File: src/rtl/mobile_transmitter_pkg.sv
// rtl/mobile_transmitter_pkg.sv - shared FSM states and handshake timing defaults
package mobile_transmitter_pkg;

    typedef enum logic [1:0] {
        ST_IDLE    = 2'd0,
        ST_SETUP   = 2'd1,
        ST_STROBE  = 2'd2,
        ST_RELEASE = 2'd3
    } tx_state_t;

    localparam int unsigned SETTLE_DEFAULT  = 4;
    localparam int unsigned TIMEOUT_DEFAULT = 50_000_000;

endpackage

File: src/rtl/mobile_transmitter_if.sv
// rtl/mobile_transmitter_if.sv - CPU write port, status flags and phone handshake pins
interface mobile_transmitter_if;

    logic       wr_en;
    logic [7:0] wr_data;
    logic       full;
    logic       empty;
    logic [7:0] tx_data;
    logic       tx_strobe;
    logic       tx_ack;
    logic       overflow;
    logic       timeout_err;
    logic       clr_err;

    modport master (
        output wr_en, wr_data, tx_ack, clr_err,
        input  full, empty, tx_data, tx_strobe, overflow, timeout_err
    );

    modport slave (
        input  wr_en, wr_data, tx_ack, clr_err,
        output full, empty, tx_data, tx_strobe, overflow, timeout_err
    );

endinterface

File: src/rtl/mobile_transmitter_sync_fifo.sv
// rtl/mobile_transmitter_sync_fifo.sv - width/depth parameterized FIFO with pointer-derived full/empty
module mobile_transmitter_sync_fifo #(
    parameter int unsigned WIDTH = 8,
    parameter int unsigned DEPTH = 4
) (
    input  logic             clk,
    input  logic             rst,
    input  logic             push,
    input  logic [WIDTH-1:0] push_data,
    input  logic             pop,
    output logic [WIDTH-1:0] head,
    output logic             full,
    output logic             empty
);

    localparam int unsigned AW = $clog2(DEPTH);

    logic [AW:0]      wr_ptr;
    logic [AW:0]      rd_ptr;
    logic [WIDTH-1:0] mem [DEPTH];
    logic             do_push;
    logic             do_pop;

    // Extra pointer MSB tells a wrapped-full FIFO apart from an empty one.
    assign empty   = (wr_ptr == rd_ptr);
    assign full    = (wr_ptr[AW] != rd_ptr[AW]) && (wr_ptr[AW-1:0] == rd_ptr[AW-1:0]);
    assign do_push = push && !full;
    assign do_pop  = pop && !empty;
    assign head    = mem[rd_ptr[AW-1:0]];

    always_ff @(posedge clk or negedge rst) begin
        if (!rst) begin
            wr_ptr <= '0;
            rd_ptr <= '0;
        end else begin
            if (do_push) wr_ptr <= wr_ptr + 1'b1;
            if (do_pop)  rd_ptr <= rd_ptr + 1'b1;
        end
    end

    always_ff @(posedge clk) begin
        if (do_push) mem[wr_ptr[AW-1:0]] <= push_data;
    end

endmodule

File: src/rtl/mobile_transmitter.sv
// rtl/mobile_transmitter.sv - buffers CPU bytes and sends them to the phone with a strobe/ack handshake
module mobile_transmitter
    import mobile_transmitter_pkg::*;
#(
    parameter int unsigned DEPTH   = 4,
    parameter int unsigned SETTLE  = SETTLE_DEFAULT,
    parameter int unsigned TIMEOUT = TIMEOUT_DEFAULT
) (
    input  logic                 clk,
    input  logic                 rst,
    mobile_transmitter_if.slave  bus
);

    localparam int unsigned CNT_MAX = (SETTLE > TIMEOUT) ? SETTLE : TIMEOUT;
    localparam int unsigned CW      = (CNT_MAX > 1) ? $clog2(CNT_MAX) : 1;

    tx_state_t     state_q, state_d;
    logic [CW-1:0] cnt_q, cnt_d, cnt_inc;
    logic          strobe_q, strobe_d;
    logic [7:0]    data_q;
    logic          ack_meta, ack_s;
    logic          overflow_q, timeout_q;
    logic          load, pop, set_timeout, at_timeout;
    logic [7:0]    fifo_head;
    logic          fifo_full, fifo_empty;

    mobile_transmitter_sync_fifo #(.WIDTH(8), .DEPTH(DEPTH)) u_fifo (
        .clk       (clk),
        .rst       (rst),
        .push      (bus.wr_en),
        .push_data (bus.wr_data),
        .pop       (pop),
        .head      (fifo_head),
        .full      (fifo_full),
        .empty     (fifo_empty)
    );

    assign cnt_inc    = (cnt_q == '1) ? cnt_q : cnt_q + 1'b1;
    assign at_timeout = (cnt_q == CW'(TIMEOUT - 1));

    always_comb begin
        state_d     = state_q;
        cnt_d       = cnt_inc;
        strobe_d    = 1'b0;
        load        = 1'b0;
        pop         = 1'b0;
        set_timeout = 1'b0;
        case (state_q)
            ST_IDLE: begin
                cnt_d = '0;
                if (!fifo_empty) begin
                    load    = 1'b1;
                    state_d = ST_SETUP;
                end
            end
            ST_SETUP: begin
                if (cnt_q == CW'(SETTLE - 1)) begin
                    state_d  = ST_STROBE;
                    cnt_d    = '0;
                    strobe_d = 1'b1;
                end
            end
            ST_STROBE: begin
                strobe_d = 1'b1;
                if (ack_s || at_timeout) begin
                    // A timed-out byte is discarded so one dead phone cannot wedge the queue.
                    pop         = 1'b1;
                    set_timeout = !ack_s;
                    state_d     = ST_RELEASE;
                    cnt_d       = '0;
                    strobe_d    = 1'b0;
                end
            end
            ST_RELEASE: begin
                if (!ack_s || at_timeout) begin
                    set_timeout = ack_s;
                    state_d     = ST_IDLE;
                    cnt_d       = '0;
                end
            end
            default: begin
                state_d = ST_IDLE;
                cnt_d   = '0;
            end
        endcase
    end

    always_ff @(posedge clk or negedge rst) begin
        if (!rst) begin
            state_q    <= ST_IDLE;
            cnt_q      <= '0;
            strobe_q   <= 1'b0;
            data_q     <= 8'h00;
            ack_meta   <= 1'b0;
            ack_s      <= 1'b0;
            overflow_q <= 1'b0;
            timeout_q  <= 1'b0;
        end else begin
            state_q  <= state_d;
            cnt_q    <= cnt_d;
            strobe_q <= strobe_d;
            ack_meta <= bus.tx_ack;
            ack_s    <= ack_meta;
            if (load) data_q <= fifo_head;
            // Setting a flag takes priority over a simultaneous clear.
            if (bus.wr_en && fifo_full) overflow_q <= 1'b1;
            else if (bus.clr_err)       overflow_q <= 1'b0;
            if (set_timeout)            timeout_q  <= 1'b1;
            else if (bus.clr_err)       timeout_q  <= 1'b0;
        end
    end

    assign bus.full        = fifo_full;
    assign bus.empty       = fifo_empty;
    assign bus.tx_data     = data_q;
    assign bus.tx_strobe   = strobe_q;
    assign bus.overflow    = overflow_q;
    assign bus.timeout_err = timeout_q;

endmodule

File: src/flat_wrapper.sv
// flat-port wrapper written by rule: the top's interface ports become plain ports
module mobile_transmitter_flat import mobile_transmitter_pkg::*;
#(
    parameter int unsigned DEPTH   = 4,
    parameter int unsigned SETTLE  = SETTLE_DEFAULT,
    parameter int unsigned TIMEOUT = TIMEOUT_DEFAULT
)
  (clk, rst, bus_wr_en, bus_wr_data, bus_tx_ack, bus_clr_err, bus_full, bus_empty, bus_tx_data, bus_tx_strobe, bus_overflow, bus_timeout_err);
  mobile_transmitter_if bus_i ();
  input  logic clk;
  input  logic rst;
  input wire logic [$bits(bus_i.wr_en)-1:0] bus_wr_en;
  input wire logic [$bits(bus_i.wr_data)-1:0] bus_wr_data;
  input wire logic [$bits(bus_i.tx_ack)-1:0] bus_tx_ack;
  input wire logic [$bits(bus_i.clr_err)-1:0] bus_clr_err;
  output wire logic [$bits(bus_i.full)-1:0] bus_full;
  output wire logic [$bits(bus_i.empty)-1:0] bus_empty;
  output wire logic [$bits(bus_i.tx_data)-1:0] bus_tx_data;
  output wire logic [$bits(bus_i.tx_strobe)-1:0] bus_tx_strobe;
  output wire logic [$bits(bus_i.overflow)-1:0] bus_overflow;
  output wire logic [$bits(bus_i.timeout_err)-1:0] bus_timeout_err;
  assign bus_i.wr_en = bus_wr_en;
  assign bus_i.wr_data = bus_wr_data;
  assign bus_i.tx_ack = bus_tx_ack;
  assign bus_i.clr_err = bus_clr_err;
  assign bus_full = bus_i.full;
  assign bus_empty = bus_i.empty;
  assign bus_tx_data = bus_i.tx_data;
  assign bus_tx_strobe = bus_i.tx_strobe;
  assign bus_overflow = bus_i.overflow;
  assign bus_timeout_err = bus_i.timeout_err;
  mobile_transmitter #(.DEPTH(DEPTH), .SETTLE(SETTLE), .TIMEOUT(TIMEOUT)) u_core (.clk(clk), .rst(rst), .bus(bus_i));
endmodule
File: config.mk
export PLATFORM = sky130hd
export DESIGN_NAME = mobile_transmitter_flat
export DESIGN_NICKNAME = d
export VERILOG_FILES = /design/src/rtl/mobile_transmitter_pkg.sv /design/src/rtl/mobile_transmitter_if.sv /design/src/rtl/mobile_transmitter_sync_fifo.sv /design/src/rtl/mobile_transmitter.sv /design/src/flat_wrapper.sv
export SDC_FILE = /design/constraint.sdc
export NUM_CORES = 1
export LEC_CHECK = 0
export CELL_PAD_IN_SITES_DETAIL_PLACEMENT = 2
export CELL_PAD_IN_SITES_GLOBAL_PLACEMENT = 2
export CORE_AREA = 2 2 96 121
export CTS_CLUSTER_SIZE = 16
export DETAILED_ROUTE_END_ITERATION = 8
export DIE_AREA = 0 0 98 123
export GPL_TIMING_DRIVEN = 0
export PLACE_DENSITY_LB_ADDON = 0.1
export REMOVE_ABC_BUFFERS = 1
export SLEW_MARGIN = 20
export SYNTH_ARGS = -nofsm -noshare
export SYNTH_HDL_FRONTEND = slang
export SYNTH_HIERARCHICAL = 1
export SYNTH_SLANG_ARGS = --single-unit
File: constraint.sdc
create_clock -name clk -period 1.66 [get_ports clk]
set_input_delay 0.332 -clock clk [delete_from_list [all_inputs] [get_ports clk]]
set_output_delay 0.332 -clock clk [all_outputs]
set_load 0.01 [all_outputs]
### Word level (Yosys, flattened, before mapping)

Memory sizes are Yosys's and may differ from the RTL's. A register that Yosys moved wholly into a read port is not among the register bits.
Index checks and enable logic that the tools add are counted.

| word-level totals | value |
|---|---|
| output and inout bits | 13 |
| logic and storage cells | 65 |
| RAM bits | 32 |
| input bits | 13 |
| register bits | 39 |
| memories | 1 |

| operators by class | value |
|---|---|
| add/sub/neg operators | 3 |
| reduce and logical (&&, ||, !) cells | 14 |
| multiplexer cells | 25 |
| equal/unequal tests | 13 |

Memories:

| name | words | bits a word | rd ports | clocked after memory_dff | wr ports | line | text |
|---|---|---|---|---|---|---|---|
| u_core.u_fifo.mem | 4 | 8 | 1 | 1 | 1 | mobile_transmitter_sync_fifo.sv:20 | `logic [WIDTH-1:0] mem [DEPTH];` |

Operators by type and width:

| kind | count |
|---|---|
| $mux 26 | 4 |
| $pmux 26 s4 | 1 |
| $eq 26x26->1 const B | 2 |
| $add 26x1->26 const B | 1 |
| $eq 26x2->1 const B | 1 |
| $mux 1 | 13 |
| $mux 2 | 4 |
| $pmux 2 s4 | 1 |
| $add 3x1->3 const B | 2 |
| $ne 2x1->1 const B | 3 |
| $eq 2x2->1 const B | 2 |
| $logic_and 1x1->1 | 4 |
| $logic_not 1->1 | 4 |
| $pmux 1 s2 | 2 |
| $reduce_and 4->1 | 1 |
| $reduce_bool 2->1 | 2 |
| $eq 3x3->1 | 1 |
| $eq 2x1->1 const B | 1 |
| $eq 2x2->1 | 1 |
| $logic_not 2->1 | 1 |
| $logic_or 1x1->1 | 2 |
| $ne 2x2->1 const B | 1 |
| $ne 1x1->1 | 1 |

### Longest topological paths before layout

| logic depth | value |
|---|---|
| depth after elaboration | 6 |
| mapped depth | 8 |
| gate-level depth less buffers | 7 |

### Cells and area by module

Netlist, hierarchy kept.

Modules (own cells, without submodules):

| module | area an instance (µm²) | times used | cells each | seq. area each (µm²) |
|---|---|---|---|---|
| mobile_transmitter | 2223.4 | 1 | 220 | 1026.0 |
| mobile_transmitter_sync_fifo | 1695.4 | 1 | 90 | 1111.1 |

### Least setup slack after synthesis

OpenSTA, ideal clock, no wires.

| timing | value |
|---|---|
| path type | register to register |
| start | register u_core.u_fifo.rd_ptr[0] |
| end | register u_core.data_q[0] (netlist: u_core/bus.tx_data[0]) (read register of u_core.u_fifo.mem) |
| data arrival time | 1.812 ns |
| path slack | -0.277 ns |
| path buffers | 2 |
| stages on the path, launching flop included | 7 |
| setup time | 0.125 ns |
| period minus slack after synthesis | 1.937 ns |
| required time | 1.535 ns |
| cell sequence | dfrtp_1 -> buf_6 -> xor2_2 -> nor3_1 -> nor2b_1 -> clkbuf_1 -> mux2_2 |

| on the way | value |
|---|---|
| cells in the longest elaborated chain, start to end | 3 |

Ends and longest elaborated chain:

| item | line | text |
|---|---|---|
| start: declaration | mobile_transmitter_sync_fifo.sv:19 | `logic [AW:0] rd_ptr;` |
| start signal: assignment | mobile_transmitter_sync_fifo.sv:37 | `if (do_pop) rd_ptr <= rd_ptr + 1'b1;` |
| $eq 3x3->1 | mobile_transmitter_sync_fifo.sv:25 | `assign empty = (wr_ptr == rd_ptr);` |
| named net bus_empty | flat_wrapper.sv:17 | `output wire logic [$bits(bus_i.empty)-1:0] bus_empty;` |
| $mux 1 | mobile_transmitter.sv:51 | `if (!fifo_empty) begin` |
| $mux 1 | mobile_transmitter.sv:48 | `case (state_q)` |
| end: declaration | mobile_transmitter.sv:20 | `logic [7:0] data_q;` |

The timed path passes the listed nets, and every way through them passes these cells.
A chain may end at the register's enable or synchronous reset.

### Final worst setup path

| timing | value |
|---|---|
| start | register u_core.cnt_q[2] |
| end | register u_core.cnt_q[1] |

| on the way | value |
|---|---|
| cells in the longest elaborated chain, start to end | 4 |
| elaborated cells on any way between the ends | 10 |
| those cells by class | eq/ne: 3; mux: 5; reduce/logical: 2 |

Ends and longest elaborated chain:

| item | line | text |
|---|---|---|
| start: declaration | mobile_transmitter.sv:18 | `logic [CW-1:0] cnt_q, cnt_d, cnt_inc;` |
| start signal: assignment | mobile_transmitter.sv:100 | `cnt_q <= cnt_d;` |
| $eq 26x26->1 (on tied branches) | mobile_transmitter.sv:38, mobile_transmitter.sv:39 |  |
| $mux 26, or another cell as far along | mobile_transmitter.sv:38 | `assign cnt_inc = (cnt_q == '1) ? cnt_q : cnt_q + 1'b1;` |
| $mux 26 (on tied branches) | mobile_transmitter.sv:75, mobile_transmitter.sv:57, mobile_transmitter.sv:65 |  |
| $pmux 26 s4 * | mobile_transmitter.sv:48 |  |
| named net u_core.cnt_d[1] | mobile_transmitter.sv:18 |  |

Mark *: on every way through the listed nets, which the timed path passes. The rest lies on a longest branch.

==> impl_summary.md <==
STA
The maximum clock skew at final layout is a little under 0.01 ns. The clock period minus final worst setup slack is between 2 and 2.5 ns. Static timing analysis puts the maximum clock frequency at 492.2 MHz. The number of max-slew violations in the final report is 0.

The count of final setup violators is 39. The worst relative slew slack is 0.5581. The final worst-path setup slack is -0.3718 ns. At the pin with the least slew margin, the transition time is between 0.6 and 0.7 ns. Final hold analysis gives a worst-case slack of slightly above 0.006 ns. Of the available clock period, the critical path in the final layout requires 1.224.

The final count of hold timing violations is 0. Setup repair after global routing could not meet its margin everywhere.

Pwr
Across the VDD grid, the largest voltage drop is approximately 0.0012 V. The static leakage is ~2.3 nW. After layout, the design draws a total of 9.269 mW. The power density of the placed cells is roughly 1600 nW/um2.

Synth
For this run, the register share of the synthesized area comes to 0.5453. The mean instance size in the synthesized netlist is around 13 um2. The post-synthesis register bit count is 79. After synthesis the cells add up to approximately 3900 um2. The instance count of the mapped netlist is 310. Counting flops with a built-in enable in the synthesized netlist gives 32. By area the synthesized netlist is led by dfrtp_1 (30%), edfxtp_1 (25%), mux4_1 (5.4%).

The dominant cell type by area after synthesis is dfrtp_1. Counting distinct cell types in the post-synthesis netlist gives 50. Yosys printed 6 warnings. The cell with the most instances after synthesis is dfrtp_1.

Ranked by instance count, the synthesized netlist is headed by dfrtp_1 (47), edfxtp_1 (32), nor2_1 (25). The share of synthesized area in the top cell type comes to 0.3001. After synthesis, the share of flip-flops with an asynchronous set or reset is 0.5949. The flip-flop cell with the highest count after synthesis is dfrtp_1.

Clocking
After clock tree synthesis, the flow added hold-fix buffers numbering 0. The H-tree generated during clock tree synthesis spans 3 levels. In this run the clock root is driven by a clkbuf_16. The clock sink total is just under 80. The total CTS buffers is 9. The clock reaches the later pin of the worst-skew pair after 0.35 ns. The number of buffers on the longest clock path is 2. After clock tree synthesis, the clock-pin slew on the worst setup and hold paths is roughly 0.070 ns. The CTS tree is yes.

Cells and area
Leaving out filler cells and counting taps, the final layout contains ~560. Compared with the post-synthesis result, the final layout area differs by 52.04%. In the final design database the tool counted 442 nets.

The number of antenna diodes is 0. Counting the fill cells in the layout gives a little under 1,000. In the final layout, the share of cells above drive strength 1 is 0.5508. The final instance area is about 6000 um2.

The final standard cell utilization of the core is 0.5455.

Drt
For this run, design rule violations remaining after detail routing come to 0. Dividing the detail-routed wire length by the instance count gives between 20 and 25 um. Wires add up to around 13 mm. In the routed layout, each cell is associated on average with a via count of 5.514. For this block, the initial DRC count from the detailed router was 87. Summing over every cut layer, the via total after detailed routing is between 3,000 and 4,000.

The first detailed-routing pass took 4 iterations. The detail route stage leaves a number of antenna-violating nets equal to 0.

Floorplanning
The area of the core is 10,920 um2. The die is roughly 100 um wide. The die is ~120 um tall. The floorplan has 43 rows. The initial utilization of the core area, before any placement, comes to 0.3588.

The full die area is about 12,000 um2. The top-level port count is 26.

Min path
The path class of the tightest hold or removal check is primary input to asynchronous set/reset pin.

Setup path
Along the worst path, the maximum fanout reaches 9. The worst setup path is launched from a register. The required time at the endpoint of the critical path is roughly 1.9 ns. The slowest stage of the critical path belongs to the cell dfrtp_2.

The arrival time of the worst setup path is approximately 2.3 ns. Traced cell by cell, the critical path runs through buf_6 > and3_4 > nand4_1 > nor4_4 > buf_6 > mux2i_2 > nor2_2. The worst setup path category is register to register. The most frequent cell on the critical path is buf_6. The largest single stage delay on the critical path is approximately 0.47 ns. The endpoint type of the worst setup path is a register.

GRT
The pin count of the biggest net entering global routing is 48. The total congestion overflow after global routing is 0. The wire length of the first global-routing pass is 19.82 mm. For this run, the total global-route usage over all layers was measured as 0.2191.

The initial antenna violation count came to 0. The number of global-route vias before repair is ~3,500.

Placed design
The wire-length estimate of the detail-placed layout is around 6.4 mm. Once placement completed, the tool counted placed cells totaling 463. The cell area after placement is ~4300 um2. The congestion estimate from routability-driven global placement came to 0.7416. The number of buffers inserted by port buffering is 25.

Outcome
The checks that failed: setup timing. The run finished, with violations left.

Flow run
The tool flagged a number of max-cap violations equal to 0.
-- stage by stage --
stage,TNS (ns),setup WS (ns)
after floorplan,-10.19,-0.3526
after global placement,-115.25,-1.394
after detailed placement,-43.19,-1.007
after CTS,-6.632,-0.2958
after global routing,-11.89,-0.4044
final,-8.358,-0.3718
-- timing repair --
| action | CTS | global route |
|---|---|---|
| pin swaps | 52 | 28 |
| endpoints found under the hold margin | 0 | 0 |
| buffers inserted | 54 | 27 |
| endpoints found under the setup margin | 77 | 48 |
| resized for setup | 139 | 51 |
| cloned | 1 | 0 |
-- path summary, 6_finish.rpt --
path / from / end / slack [ns] / cells past startpoint
setup reg to reg: u_core/cnt_q[2] / u_core/cnt_q[1] / -0.37 / 7
hold reg to reg: u_core/ack_meta / u_core/ack_s / 0.35 / 0
min in group clk: u_core/ack_meta / u_core/ack_s / 0.35 / 0
max in group asynchronous: rst / u_core/u_fifo/rd_ptr[0] / 1.14 / 1
setup / recovery: u_core/cnt_q[2] / u_core/cnt_q[1] / -0.37 / 7
hold / removal: rst / u_core/cnt_q[6] / 0.006 / 1
-- registers in the layout (all words and copies together), names as in the netlist --
signal and flops:
u_core/u_fifo/mem 32, u_core/cnt_q 26, u_core/bus.tx_data 8, u_core/u_fifo/rd_ptr 3
u_core/u_fifo/wr_ptr 3, u_core/state_q 2, u_core/ack_meta 1, u_core/ack_s 1
u_core/bus.overflow 1, u_core/bus.timeout_err 1, u_core/bus.tx_strobe 1
-- cell usage in the layout (no fill, tap or decap), types with 8 or more instances in the layout --
master	instances
a21oi_2	13
mux4_1	8
buf_6	20
nand2_1	11
nor2_1	13
dfrtp_1	17
nand4_1	9
inv_1	9
ha_1	10
nor4_4	8
clkdlybuf4s50_1	22
clkbuf_16	9
edfxtp_1	32
buf_4	54
dfrtp_2	28
-- layout make-up --
class	instances	area (um2)	area share
Multi-Input combinational cell	214	2310	0.3877
Inverter	11	41.29	0.006930
Clock buffer	9	225.2	0.03780
Sequential cell	79	2180	0.3658
Tap cell	135	168.9	0.02835
Clock inverter	7	67.56	0.01134
Timing Repair Buffer	103	965.9	0.1621
-- worst max-delay path: cells and delay by family (launching register included) --
kind | cells | cell delay (ns)
flops | 1 | 0.47
buf+inv | 2 | 0.32
simple gates | 4 | 0.85
mux | 1 | 0.27
-- routing by layer --
| layer | up-vias | wire [um] | part of all wire | global-route usage |
|---|---|---|---|---|
| met5 | - | 0 | 0 | 0 |
| met4 | 0 | 391 | 0.030 | 0.08420 |
| met3 | 25 | 319 | 0.024 | 0.03335 |
| met2 | 54 | 7487 | 0.57 | 0.4277 |
| met1 | 1598 | 5018 | 0.38 | 0.2368 |
| li1 | 1400 | - | - | - |
-- where the power goes --
part | switching (mW) | total [mW] | internal, mW
combinational | 2.11 | 4.48 | 2.38
clock | 0.930 | 1.99 | 1.06
sequential | 0.314 | 2.79 | 2.48
-- kinds of logic (layout without fill, tap and decap cells) --
group / Yosys count / after routing / share of synthesized area
AND/OR/NAND/NOR: 106 / 106 / 0.1584
multiplexers: 20 / 20 / 0.08717
XOR/XNOR: 18 / 18 / 0.04598
buffers and inverters: 18 / 130 / 0.02011
adder cells (fa/ha/maj): 11 / 11 / 0.03512
AO/OA/AOI/OAI: 58 / 59 / 0.1079
flip-flops: 79 / 79 / 0.5453
No activity file was read; power rests on OpenSTA's default activity.
